[src/rtl/irq_ctrl.sv]
// Memory-mapped interrupt controller: per-source edge/level latching and masking,
// fixed lowest-index-wins priority, and a request/ack/EOI handshake toward CP0.
module irq_ctrl #(
    parameter int NSRC = 6
) (
    input  logic            Clk,
    input  logic            Reset,
    input  logic [1:0]      Addr,
    input  logic [31:0]     Wd,
    input  logic            We,
    output logic [31:0]     Rd,
    input  logic [NSRC-1:0] IrqIn,
    input  logic            IntAck,
    output logic            IntReq,
    output logic [NSRC-1:0] HWInt
);

    typedef enum logic [1:0] {
        S_IDLE    = 2'b00,
        S_REQ     = 2'b01,
        S_SERVICE = 2'b10,
        S_UNUSED  = 2'b11
    } state_t;

    state_t            state_reg, state_next;
    logic [2:0]        id_reg, id_next;
    logic [NSRC-1:0]   mask_reg, mode_reg, pend_reg, prev_reg, hwint_reg;
    logic [NSRC-1:0]   pend_next, rise, clr, act;
    logic [2:0]        enc;
    logic              valid, act_id;
    logic              wr_mask, wr_pend, wr_mode, eoi;
    logic              wd_unused;

    // Upper write-data bits have no register behind them.
    assign wd_unused = ^Wd[31:NSRC];

    assign wr_mask = We && (Addr == 2'd0);
    assign wr_pend = We && (Addr == 2'd1);
    assign wr_mode = We && (Addr == 2'd2);
    assign eoi     = We && (Addr == 2'd3) && (state_reg == S_SERVICE);

    assign act   = pend_reg & mask_reg;
    assign valid = |act;

    always_comb begin
        enc = '0;
        for (int i = NSRC - 1; i >= 0; i--) begin
            if (act[i]) enc = 3'(i);
        end
    end

    always_comb begin
        act_id = 1'b0;
        for (int i = 0; i < NSRC; i++) begin
            if (id_reg == 3'(i)) act_id = act[i];
        end
    end

    // A rising edge beats any clear in the same cycle.
    generate
        for (genvar gi = 0; gi < NSRC; gi++) begin : g_pend
            assign rise[gi]      = IrqIn[gi] & ~prev_reg[gi];
            assign clr[gi]       = (wr_pend & Wd[gi]) | (eoi & (id_reg == 3'(gi)));
            assign pend_next[gi] = mode_reg[gi] ? (rise[gi] | (pend_reg[gi] & ~clr[gi]))
                                                : IrqIn[gi];
        end
    endgenerate

    always_comb begin
        state_next = state_reg;
        id_next    = id_reg;
        case (state_reg)
            S_IDLE: begin
                if (valid) begin
                    state_next = S_REQ;
                    id_next    = enc;
                end
            end
            S_REQ: begin
                // Keep tracking the encoder so a higher-priority arrival preempts.
                if (valid) id_next = enc;
                if (IntAck)       state_next = S_SERVICE;
                else if (!act_id) state_next = S_IDLE;
            end
            S_SERVICE: begin
                if (eoi) state_next = S_IDLE;
            end
            default: state_next = S_IDLE;
        endcase
    end

    always_ff @(posedge Clk) begin
        if (Reset) begin
            mask_reg  <= '0;
            mode_reg  <= '0;
            pend_reg  <= '0;
            prev_reg  <= '0;
            hwint_reg <= '0;
            state_reg <= S_IDLE;
            id_reg    <= '0;
        end else begin
            if (wr_mask) mask_reg <= Wd[NSRC-1:0];
            if (wr_mode) mode_reg <= Wd[NSRC-1:0];
            pend_reg  <= pend_next;
            prev_reg  <= IrqIn;
            hwint_reg <= act;
            state_reg <= state_next;
            id_reg    <= id_next;
        end
    end

    assign IntReq = (state_reg == S_REQ);
    assign HWInt  = hwint_reg;

    always_comb begin
        Rd = '0;
        case (Addr)
            2'd0:    Rd[NSRC-1:0] = mask_reg;
            2'd1:    Rd[NSRC-1:0] = pend_reg;
            2'd2:    Rd[NSRC-1:0] = mode_reg;
            default: Rd[5:0]      = {state_reg, valid, id_reg};
        endcase
    end

endmodule

[config.mk]
export PLATFORM = sky130hd
export DESIGN_NAME = irq_ctrl
export DESIGN_NICKNAME = d
export VERILOG_FILES = /design/src/rtl/irq_ctrl.sv
export SDC_FILE = /design/constraint.sdc
export NUM_CORES = 1
export LEC_CHECK = 0
export BUFFER_PORTS_ARGS = -buffer_cell sky130_fd_sc_hd__clkbuf_2
export CAP_MARGIN = 30
export CORE_MARGIN = 8
export CORE_UTILIZATION = 50
export DETAILED_ROUTE_END_ITERATION = 16
export PLACE_DENSITY_LB_ADDON = 0.15
export SETUP_SLACK_MARGIN = 0.2
export SYNTH_ARGS = -nofsm -noshare
export SYNTH_HDL_FRONTEND = slang
export SYNTH_SLANG_ARGS = --single-unit
export TNS_END_PERCENT = 5
[constraint.sdc]
create_clock -name Clk -period 2.03 [get_ports Clk]
set_clock_uncertainty 0.1 [all_clocks]
set_input_delay 0 -clock Clk [delete_from_list [all_inputs] [get_ports Clk]]
set_output_delay 0 -clock Clk [all_outputs]
set_load 0.05 [all_outputs]
Word level (Yosys, flattened, before mapping)
Cells that the tools add are included.
{"block": "word_totals", "register_bits": 35, "latch_bits": 0, "mem_bits_rw": 0, "romBits": 0, "in_bits": 44, "out_inout_bits": 39, "wordCells": 105, "n_memories": 0}
{"block": "op_classes", "add_sub_neg": 0, "multipliers": 0, "div": 0, "magnitude_cmp": 0, "n_eq_ne": 13, "shifts": 0, "muxes": 24, "n_bitwise": 49, "reduce_logical": 12}
{"cell": "bitwise AND 1 bit", "n": 24}
{"cell": "2-to-1 mux 3 bit", "n": 6}
{"cell": "one-hot mux 6 bit (3 select lines)", "n": 1}
{"cell": "2-to-1 mux 1 bit", "n": 12}
{"cell": "inverter 1 bit", "n": 12}
{"cell": "bitwise OR 1 bit", "n": 12}
{"cell": "2-to-1 mux 2 bit", "n": 4}
{"cell": "bitwise AND 6 bit", "n": 1}
{"cell": "== test 2 bit, second input constant", "n": 3}
{"cell": "== test 3 x 2 -> 1 bit, second input constant", "n": 2}
{"cell": "== test 3 bit, second input constant", "n": 2}
{"cell": "one-hot mux 2 bit (3 select lines)", "n": 1}
{"cell": "OR reduction 6 bit", "n": 1}
{"cell": "logical AND 1 bit", "n": 5}
{"cell": "== test 2 x 1 -> 1 bit, second input constant", "n": 2}
{"cell": "logical NOT 2 bit", "n": 2}
{"cell": "!= test 2 bit, second input constant", "n": 2}
{"cell": "== test 3 x 1 -> 1 bit, second input constant", "n": 1}
{"cell": "logical NOT 3 bit", "n": 1}
{"cell": "!= test 3 bit, second input constant", "n": 1}
{"cell": "AND reduction 3 bit", "n": 1}
{"cell": "AND reduction 2 bit", "n": 1}
{"cell": "OR reduction 2 bit", "n": 1}

Logic depth before layout (Yosys ltp)
Gate-level depths: netlist of the first run.
{"block": "logic_depth", "depth_word": 10, "mapped_depth": 5, "ltp_nobuf": 4}

Worst setup path after synthesis of the first run
Ideal clock, no wire load.
{"block": "synth_path", "path_kind": "register to register", "startpoint": "reg state_reg[1]", "endpoint": "reg state_reg[1]", "setup_time_ns": 0.067, "arrival_time_ns": 1.486, "required_ns": 1.863, "path_slack_ns": 0.376, "path_stages_with_launch": 5, "path_buffers": 1, "synth_period_minus_slack_ns": 1.654, "cell_sequence": "dfxtp_1 > buf_2 > nor2b_1 > a22oi_1 > nor2_1"}
{"block": "synth_via", "elab_cells_between_ends": 9, "cone_classes": "5 x eq/ne; 1 x mux; 3 x reduce/logical"}
{"item": "start: declaration", "line": "25", "rtl": "state_t state_reg, state_next;"}
{"item": "start signal: assignment", "line": "107", "rtl": "state_reg <= state_next;"}
{"item": "== test 2 x 1 -> 1 bit *"}
{"item": "net IntReq", "line": "14", "rtl": "output logic IntReq,"}
{"item": "!= test 3 bit (no line)"}
{"item": "AND reduction 3 bit (no line)"}
The timed path passes the listed nets; every way through them passes the cells marked *.
A chain may end at the register's enable or synchronous reset.

Worst setup path in the final report of the first run
{"block": "layout_path", "startpoint": "reg mask_reg[1]", "endpoint": "out Rd[3]"}
{"block": "layout_via", "elab_chain_len": 3}
{"item": "start: declaration", "line": "27", "rtl": "logic [NSRC-1:0] mask_reg, mode_reg, pend_reg, prev_reg, hwint_reg;"}
{"item": "start signal: assignment", "line": "102", "rtl": "if (wr_mask) mask_reg <= Wd[NSRC-1:0];"}
{"item": "bitwise AND 6 bit", "line": "42", "rtl": "assign act = pend_reg & mask_reg;"}
{"item": "OR reduction 6 bit", "line": "43", "rtl": "assign valid = |act;"}
{"item": "one-hot mux 6 bit (3 select lines)", "line": "117", "rtl": "case (Addr)"}
{"item": "end: declaration", "line": "11", "rtl": "output logic [31:0] Rd,"}
No other way between the ends.

==> results summary, run 1 <==
The run finished with clean final reports. The type of the worst setup path is flip-flop to primary output. The share of post-route cells with drive strength above 1 is 0.258. The number of fill cells came out at 336.

The post-synthesis xor/xnor area fraction is 0. The internal power summed over all cells is 0.00108 W. Setup repair after global routing could not meet its margin everywhere. The number of nets at the end of the flow is 283.

Of the total synthesized cell area, the portion taken by full adders, half adders and majority gates is 0. The worst IR drop on VDD came out at 0.430 mV. The floorplan die width came out at 76.4 um.

The part of the total power dissipated in combinational logic is 0.185. The overall routing resource usage came out at 0.143. Summed over all nets, the switching power comes to 0.000464 W. In this run the remaining antenna-violating nets after routing total 0. The number of hold-slack violations in the final timing report was 0.

The headroom to the max-slew limit came out at 0.530. The clock reaches the later pin of the worst-skew pair after 0.34 ns. After detailed routing, the number of remaining DRC violations is 0. The required time of the worst setup path is 1.93 ns.

The area of all placed cells without fillers is 2170 um2. Counting flops with an async set or reset pin after synthesis yields a share of 0. The routed via count divided by cell count came out at 5.01. The commonest cells after synthesis are sky130_fd_sc_hd__dfxtp_1, sky130_fd_sc_hd__buf_4, sky130_fd_sc_hd__nand2_1, sky130_fd_sc_hd__nor2_1, sky130_fd_sc_hd__mux2i_1. By area the synthesized netlist is led by sky130_fd_sc_hd__dfxtp_1, sky130_fd_sc_hd__buf_4, sky130_fd_sc_hd__mux2i_1. The initial antenna violation count was 0. The worst setup path is launched from a flip-flop.

The vertical die dimension came out at 76.4 um. The transition time at the pin with the least slew margin is 0.706 ns. The deepest clock path buffer count is 2.

The warning count from the yosys run came out at 0. The average cell area after synthesis came out at 9.45 um2. The via count of the first global-routing pass is 1,407. The power per cell area came out at 715 nW/um2. The maximum fanout encountered on the critical timing path is 6. For met1 alone, demand over resource in global routing was 0.171. Of the total synthesized cell area, the portion taken by AND, OR, NAND and NOR gates is 0.213.

The most common cell in the synthesized netlist is sky130_fd_sc_hd__dfxtp_1. The number of cells produced by synthesis came out at 193. For the final routed database, the setup TNS stands at 0 ns. The most congested layer reported by global routing is met2. The path type of the worst min-delay path is input port to flip-flop.

The portion of the post-synthesis area used by sequential elements is 0.384. The first global-routing pass estimated 6.87 mm of wire. In this run the standard cell core region covers 3580 um2. The max-slew violation count was 0. The number of failing setup endpoints in the final timing report is 0. The signal arrival time at the worst endpoint is 1.72 ns. The maximum frequency from static timing analysis came out at 0.551 GHz. The effective utilization at floorplan came out at 0.510. The area of the multi-input gates is 972 um2. The number of synthesized register bits is 35. In the final routed layout, each cell accounts on average for 14.1 um. The number of buffers created by CTS is 5.

The area taken by flip-flops and latches is 717 um2. Summed over all cells, the static leakage comes to 0.961 nW. Of the total power, the share spent switching nets is 0.299. The remaining global-route overflow came out at 0. The final wirelength came out at 4.07 mm. TritonCTS built the clock tree. The main combinational cell family by area after synthesis is simple AND/OR/NAND/NOR gates. The via total after detailed routing is 1,442. The mapped netlist covers 1820 um2.

Dividing the final minimum period by the clock period gives 0.894. Among all flip-flop cells after synthesis, the most frequent one is sky130_fd_sc_hd__dfxtp_1. The share of synthesized area in the top cell type comes to 0.384.

The clock-pin slew reported for the worst setup and hold paths after clock tree synthesis came out at 0.11 ns. The number of sinks on the clock net is 35. The clock power share is 0.339. After the first detailed-routing iteration, the DRC count stood at 94. The number of input and output port buffers inserted is 30. For this run, global-route usage on met2 was measured as 0.219. The length of the first detailed-routing pass in iterations is 4.

The maximum number of pins on one net before global-route repair is 38. The tree is rooted in a sky130_fd_sc_hd__clkbuf_4. The wire-length estimate of the detail-placed layout is 2.99 mm.

The number of max-capacitance violations reported is 0. The minimum setup slack among reg-to-reg paths came out at 0.50 ns. The worst setup path is captured at a primary output. The count of cell types in the netlist came out at 37.

The number of antenna diodes in the final layout is 0. The number of rows in the core area is 22. The H-tree generated during clock tree synthesis spans 2 levels. The portion of netlist area occupied by mux cells came out at 0.142. The final critical-path required period is 1.82 ns.

The post-synthesis compound-gate area fraction is 0.125. The die covers 5840 um2. The area added between synthesis and finish came out at 18.7%. Of the total power, registers draw 0.476.

The global-route met3 utilization is 0.0590. The largest total area in the synthesized netlist belongs to sky130_fd_sc_hd__dfxtp_1. In this run, synthesis inferred 0 flip-flops with an integrated enable. The placed instances occupy a cell area of 1880 um2. The weighted congestion at the end of routability-driven global placement is 0.955.

The number of ports placed on the die boundary came out at 83.
[final cells by class]
class                           instances  share of cell area
Clock inverter                          2              0.0162
Clock buffer                            6              0.0237
Sequential cell                        35               0.331
Multi-Input combinational cell        149               0.449
Tap cell                               48              0.0277
Timing Repair Buffer                   48               0.153
[logic make-up (layout without fill, tap and decap cells)]
logic type / Yosys count / count (layout)
compound gates: 27 / 27
buf+inv: 34 / 56
flops: 35 / 35
mux: 18 / 18
other cells: 1 / 26
simple gates: 78 / 78
[critical path: stages, from the launching register on]
cell and delay (ns):
sky130_fd_sc_hd__dfxtp_2 0.37, sky130_fd_sc_hd__a22oi_2 0.21, sky130_fd_sc_hd__nand3_1 0.11, sky130_fd_sc_hd__mux4_2 0.51, sky130_fd_sc_hd__buf_8 0.17
[timing repair]
item | in CTS | in global routing
hold buffers | 14 | 0
buffers inserted | 3 | 1
endpoints found under the setup margin | 1 | 1
hold endpoints to repair | 26 | 0
resized for setup | 8 | 5
pin swaps | 3 | 2
[routing by layer]
metal / vias up / wire length [um]
met3: 6 / 302
li1: 715 / -
met2: 44 / 1950
met5: - / 0
met4: 0 / 53
met1: 677 / 1770
[worst paths after layout]
path,start,end,cells past startpoint
max,mask_reg[1]$_SDFFE_PP0P_,Rd[3],4
min,Addr[0],state_reg[1]$_SDFFE_PP0P_,4
max reg2reg,state_reg[1]$_SDFFE_PP0P_,pend_reg[2]$_SDFF_PP0_,4
min reg2reg,prev_reg[5]$_SDFF_PP0_,pend_reg[5]$_SDFF_PP0_,2
[metrics by stage]
stage | worst slack (ns) | power (W) | util | hold WS [ns] | instances
final | 0.215 | 0.00155 | 0.605 | 0.118 | 288
after global routing | 0.123 | 0.00162 | 0.605 | 0.154 | 288
after CTS | 0.200 | 0.00155 | 0.601 | 0.115 | 287
after detailed placement | 0.443 | 0.00101 | 0.526 | 0.164 | 262
after global placement | 0.456 | 0.00101 | 0.526 | 0.160 | 262
after floorplan | 0.376 | 0.00101 | - | 0.0439 | 218
[layout by cell type (no fill, tap or decap), types with 2 or more instances in the layout]
cell | Yosys | layout
sky130_fd_sc_hd__dlygate4sd3_1 | 0 | 14
sky130_fd_sc_hd__mux2i_1 | 12 | 12
sky130_fd_sc_hd__nor3b_1 | 2 | 2
sky130_fd_sc_hd__dfxtp_2 | 0 | 4
sky130_fd_sc_hd__a22oi_2 | 2 | 2
sky130_fd_sc_hd__dfxtp_1 | 35 | 28
sky130_fd_sc_hd__nand2_1 | 26 | 26
sky130_fd_sc_hd__mux4_2 | 5 | 5
sky130_fd_sc_hd__nor2_1 | 26 | 26
sky130_fd_sc_hd__buf_4 | 26 | 4
sky130_fd_sc_hd__conb_1 | 1 | 26
sky130_fd_sc_hd__nor2b_1 | 10 | 10
sky130_fd_sc_hd__a221oi_1 | 2 | 2
sky130_fd_sc_hd__clkbuf_2 | 0 | 29
sky130_fd_sc_hd__nand3_1 | 5 | 5
sky130_fd_sc_hd__a21oi_1 | 2 | 2
sky130_fd_sc_hd__clkbuf_4 | 0 | 5
sky130_fd_sc_hd__a211oi_1 | 6 | 6
sky130_fd_sc_hd__dfxtp_4 | 0 | 3
sky130_fd_sc_hd__a22o_1 | 6 | 6
[power groups by stage]
stage / Sequential (W) / Combinational [W] / Clock (W)
after floorplan: 0.000748 / 0.000258 / 0
after global placement: 0.000753 / 0.000253 / 0
after detailed placement: 0.000754 / 0.000256 / 0
after CTS: 0.000737 / 0.000282 / 0.000531
after global routing: 0.000742 / 0.000305 / 0.000569
final: 0.000737 / 0.000287 / 0.000524
(Power assumes the default switching activity.)
==> inputs of run 2 (changes only) <==
- clock period: 2.03 -> 2.1 ns (I/O delays scaled with it)
==> run 2 against run 1 <==
Effect of this change: die area unchanged; critical path depth stayed put; register-to-register slack better by 0.08 ns; clock power fell by 4%; combinational power fell by 5%; sequential share of layout area shrank 0.14 points.
==> results summary, run 2 (same netlist as run 1, synthesis figures left out) <==
The pre-antenna-repair detailed-routing pass consisted of 4 iterations. The worst-case hold path end point is state_reg[1]$_SDFFE_PP0P_. The run finished with clean final reports. The maximum level of the CTS H-tree came out at 2.

The initial utilization of the core area, before any placement, comes to 0.510. Tracing the worst setup path back leads to its startpoint at mask_reg[5]$_SDFFE_PP0P_. The number of antenna cells inserted is 0. The max-slew violation count is 0.

The signal arrival time at the worst endpoint is 1.71 ns. The final antenna-violating net count is 0. The initial antenna violation count came out at 0. The total negative slack for setup checks came out at 0 ns.

Dividing the final minimum period by the clock period gives 0.863. The average wire length per cell after detail routing is 14.1 um. In this run the worst path has a maximum fanout of 5.

The minimum setup slack among reg-to-reg paths came out at 0.58 ns. The detailed-placement wirelength estimate came out at 2.99 mm. The leakage component of the power is 0.953 nW.

The area of the placeable core came out at 3580 um2. The via count of the first global-routing pass came to 1,392. The global-route wire length before repair came out at 6.78 mm. The global-route met3 utilization is 0.0601.

The insertion delay to the later sink of the worst-skew pair is 0.34 ns. The overall routing resource usage is 0.140. In this run the tightest slew margin relative to its limit is 0.535. The number of sinks on the clock net is 35.

The starting DRC count in detailed routing is 93. The weighted congestion at the end of routability-driven global placement is 0.955. The number of fill cells is 338. The number of input and output port buffers inserted came out at 30. The worst hold path was traced through 4 stages. The area added between synthesis and finish came out at 17.6%.

The met1 routing resource usage after global routing came out at 0.171. The type of the worst setup path is flip-flop to primary output. At the end of the flow, the number of nets in the layout was 282. The floorplan die width came out at 76.4 um. The startpoint of the most critical hold path is Addr[0]. The number of failing setup endpoints in the final timing report is 0. In this run the critical register-to-register path is captured at pend_reg[2]$_SDFF_PP0_. The routed via count divided by cell count is 4.97. The fraction of met2 tracks used by global routing came out at 0.212. The setup slack after placement came out at 0.513 ns. The clock-pin slew reported for the worst setup and hold paths after clock tree synthesis came out at 0.11 ns. In this run the deepest clock path goes through 2 buffers.

Across the VDD grid, the largest voltage drop is 0.415 mV. The vertical die dimension is 76.4 um. After detailed routing, the number of remaining DRC violations is 0. Clock tree synthesis inserted a total of 5 buffers. The startpoint identified for the worst register-to-register timing path is state_reg[1]$_SDFFE_PP0P_. The share of post-route cells with drive strength above 1 is 0.247. The maximum frequency from static timing analysis is 0.552 GHz. The path type of the worst min-delay path is input port to flip-flop.

The tree is rooted in a sky130_fd_sc_hd__clkbuf_4. After detailed routing, the total wire length is 4.06 mm. The required time of the worst setup path is 2.00 ns.

The critical path endpoint category is a primary output. The transition time at the pin with the least slew margin came out at 0.697 ns. The number of hold-slack violations in the final timing report is 0. The number of ports placed on the die boundary is 83. The depth of the most critical reg-to-reg path came out at 4.

The maximum number of pins on one net before global-route repair came out at 38. The worst path meets setup with 0.288 ns of slack. The number of max-capacitance violations reported is 0. The most common library cell in the layout ignoring fill and taps is sky130_fd_sc_hd__dfxtp_1. The remaining global-route overflow is 0. The number of rows in the core area is 22. Setup repair after global routing left no endpoint under its margin.

The area of the die is 5840 um2. The worst path in the final design needs a cycle of 1.81 ns, including I/O delays and setup. In the layout the commonest cells are sky130_fd_sc_hd__dfxtp_1, sky130_fd_sc_hd__clkbuf_2, sky130_fd_sc_hd__nor2_1, sky130_fd_sc_hd__nand2_1, sky130_fd_sc_hd__conb_1. TritonCTS built the clock tree. The via total after detailed routing came out at 1,427. STA classifies the critical path startpoint as a flip-flop. The most congested layer reported by global routing is met2.

The power per cell area came out at 697 nW/um2.
[run 2: cell count changes in the layout (fill, tap and decap cells not counted), sizes merged]
cell	delta
buf	-1
[run 2: worst max-delay path, stage by stage, from the launching register on]
cell	delay, ns
sky130_fd_sc_hd__dfxtp_2	0.37
sky130_fd_sc_hd__a22oi_2	0.22
sky130_fd_sc_hd__nand3_1	0.12
sky130_fd_sc_hd__mux4_2	0.49
sky130_fd_sc_hd__buf_6	0.17
[run 2: worst max path at each step]
stage | end | slack [ns] | cells after the start
after CTS | Rd[3] | 0.22 | 4
after global routing | Rd[3] | 0.21 | 4
final | Rd[3] | 0.29 | 4
after global placement | Rd[3] | 0.53 | 4
after floorplan | state_reg[1]$_SDFFE_PP0P_ | 0.45 | 4
after detailed placement | Rd[3] | 0.51 | 4
[run 2: area by class of cell]
| class | instances | area [um2] | share of cell area |
|---|---|---|---|
| clock buffers | 6 | 51.3 | 0.0239 |
| well taps | 48 | 60.1 | 0.0280 |
| repair buffers | 47 | 319 | 0.149 |
| flip-flops and latches | 35 | 707 | 0.330 |
| multi-input cells | 149 | 972 | 0.453 |
| clock inverters | 2 | 35.0 | 0.0163 |
[run 2: report_power, final]
part | switching, W | internal, W | leakage [nW] | total (W)
Sequential | 0.0000270 | 0.000688 | 0.288 | 0.000715
Combinational | 0.000195 | 0.0000786 | 0.617 | 0.000274
Clock | 0.000224 | 0.000281 | 0.0482 | 0.000505
[run 2: metal layers]
layer / share of wire / wire, um
met5: 0 / 0
met4: 0.013 / 53
met3: 0.073 / 295
met2: 0.47 / 1910
met1: 0.44 / 1800
[run 2: timing repair]
action / CTS / global route
setup buffers: 2 / 1
endpoints found under the setup margin: 1 / 1
pin swaps: 2 / 1
hold buffers: 14 / 0
hold endpoints to repair: 26 / 0
gates resized for setup: 2 / 6
[run 2: stage by stage]
stage	power, W	util	hold slack [ns]	instance area [um2]	cells
6_report	0.00149	0.599	0.121	2140	287
5_1_grt	0.00156	0.599	0.154	2140	287
4_1_cts	0.00150	0.595	0.115	2130	286
3_5_place_dp	0.000977	0.526	0.164	1880	262
3_3_place_gp	0.000972	0.526	0.160	1880	262
2_1_floorplan	0.000973	-	0.0439	1920	218
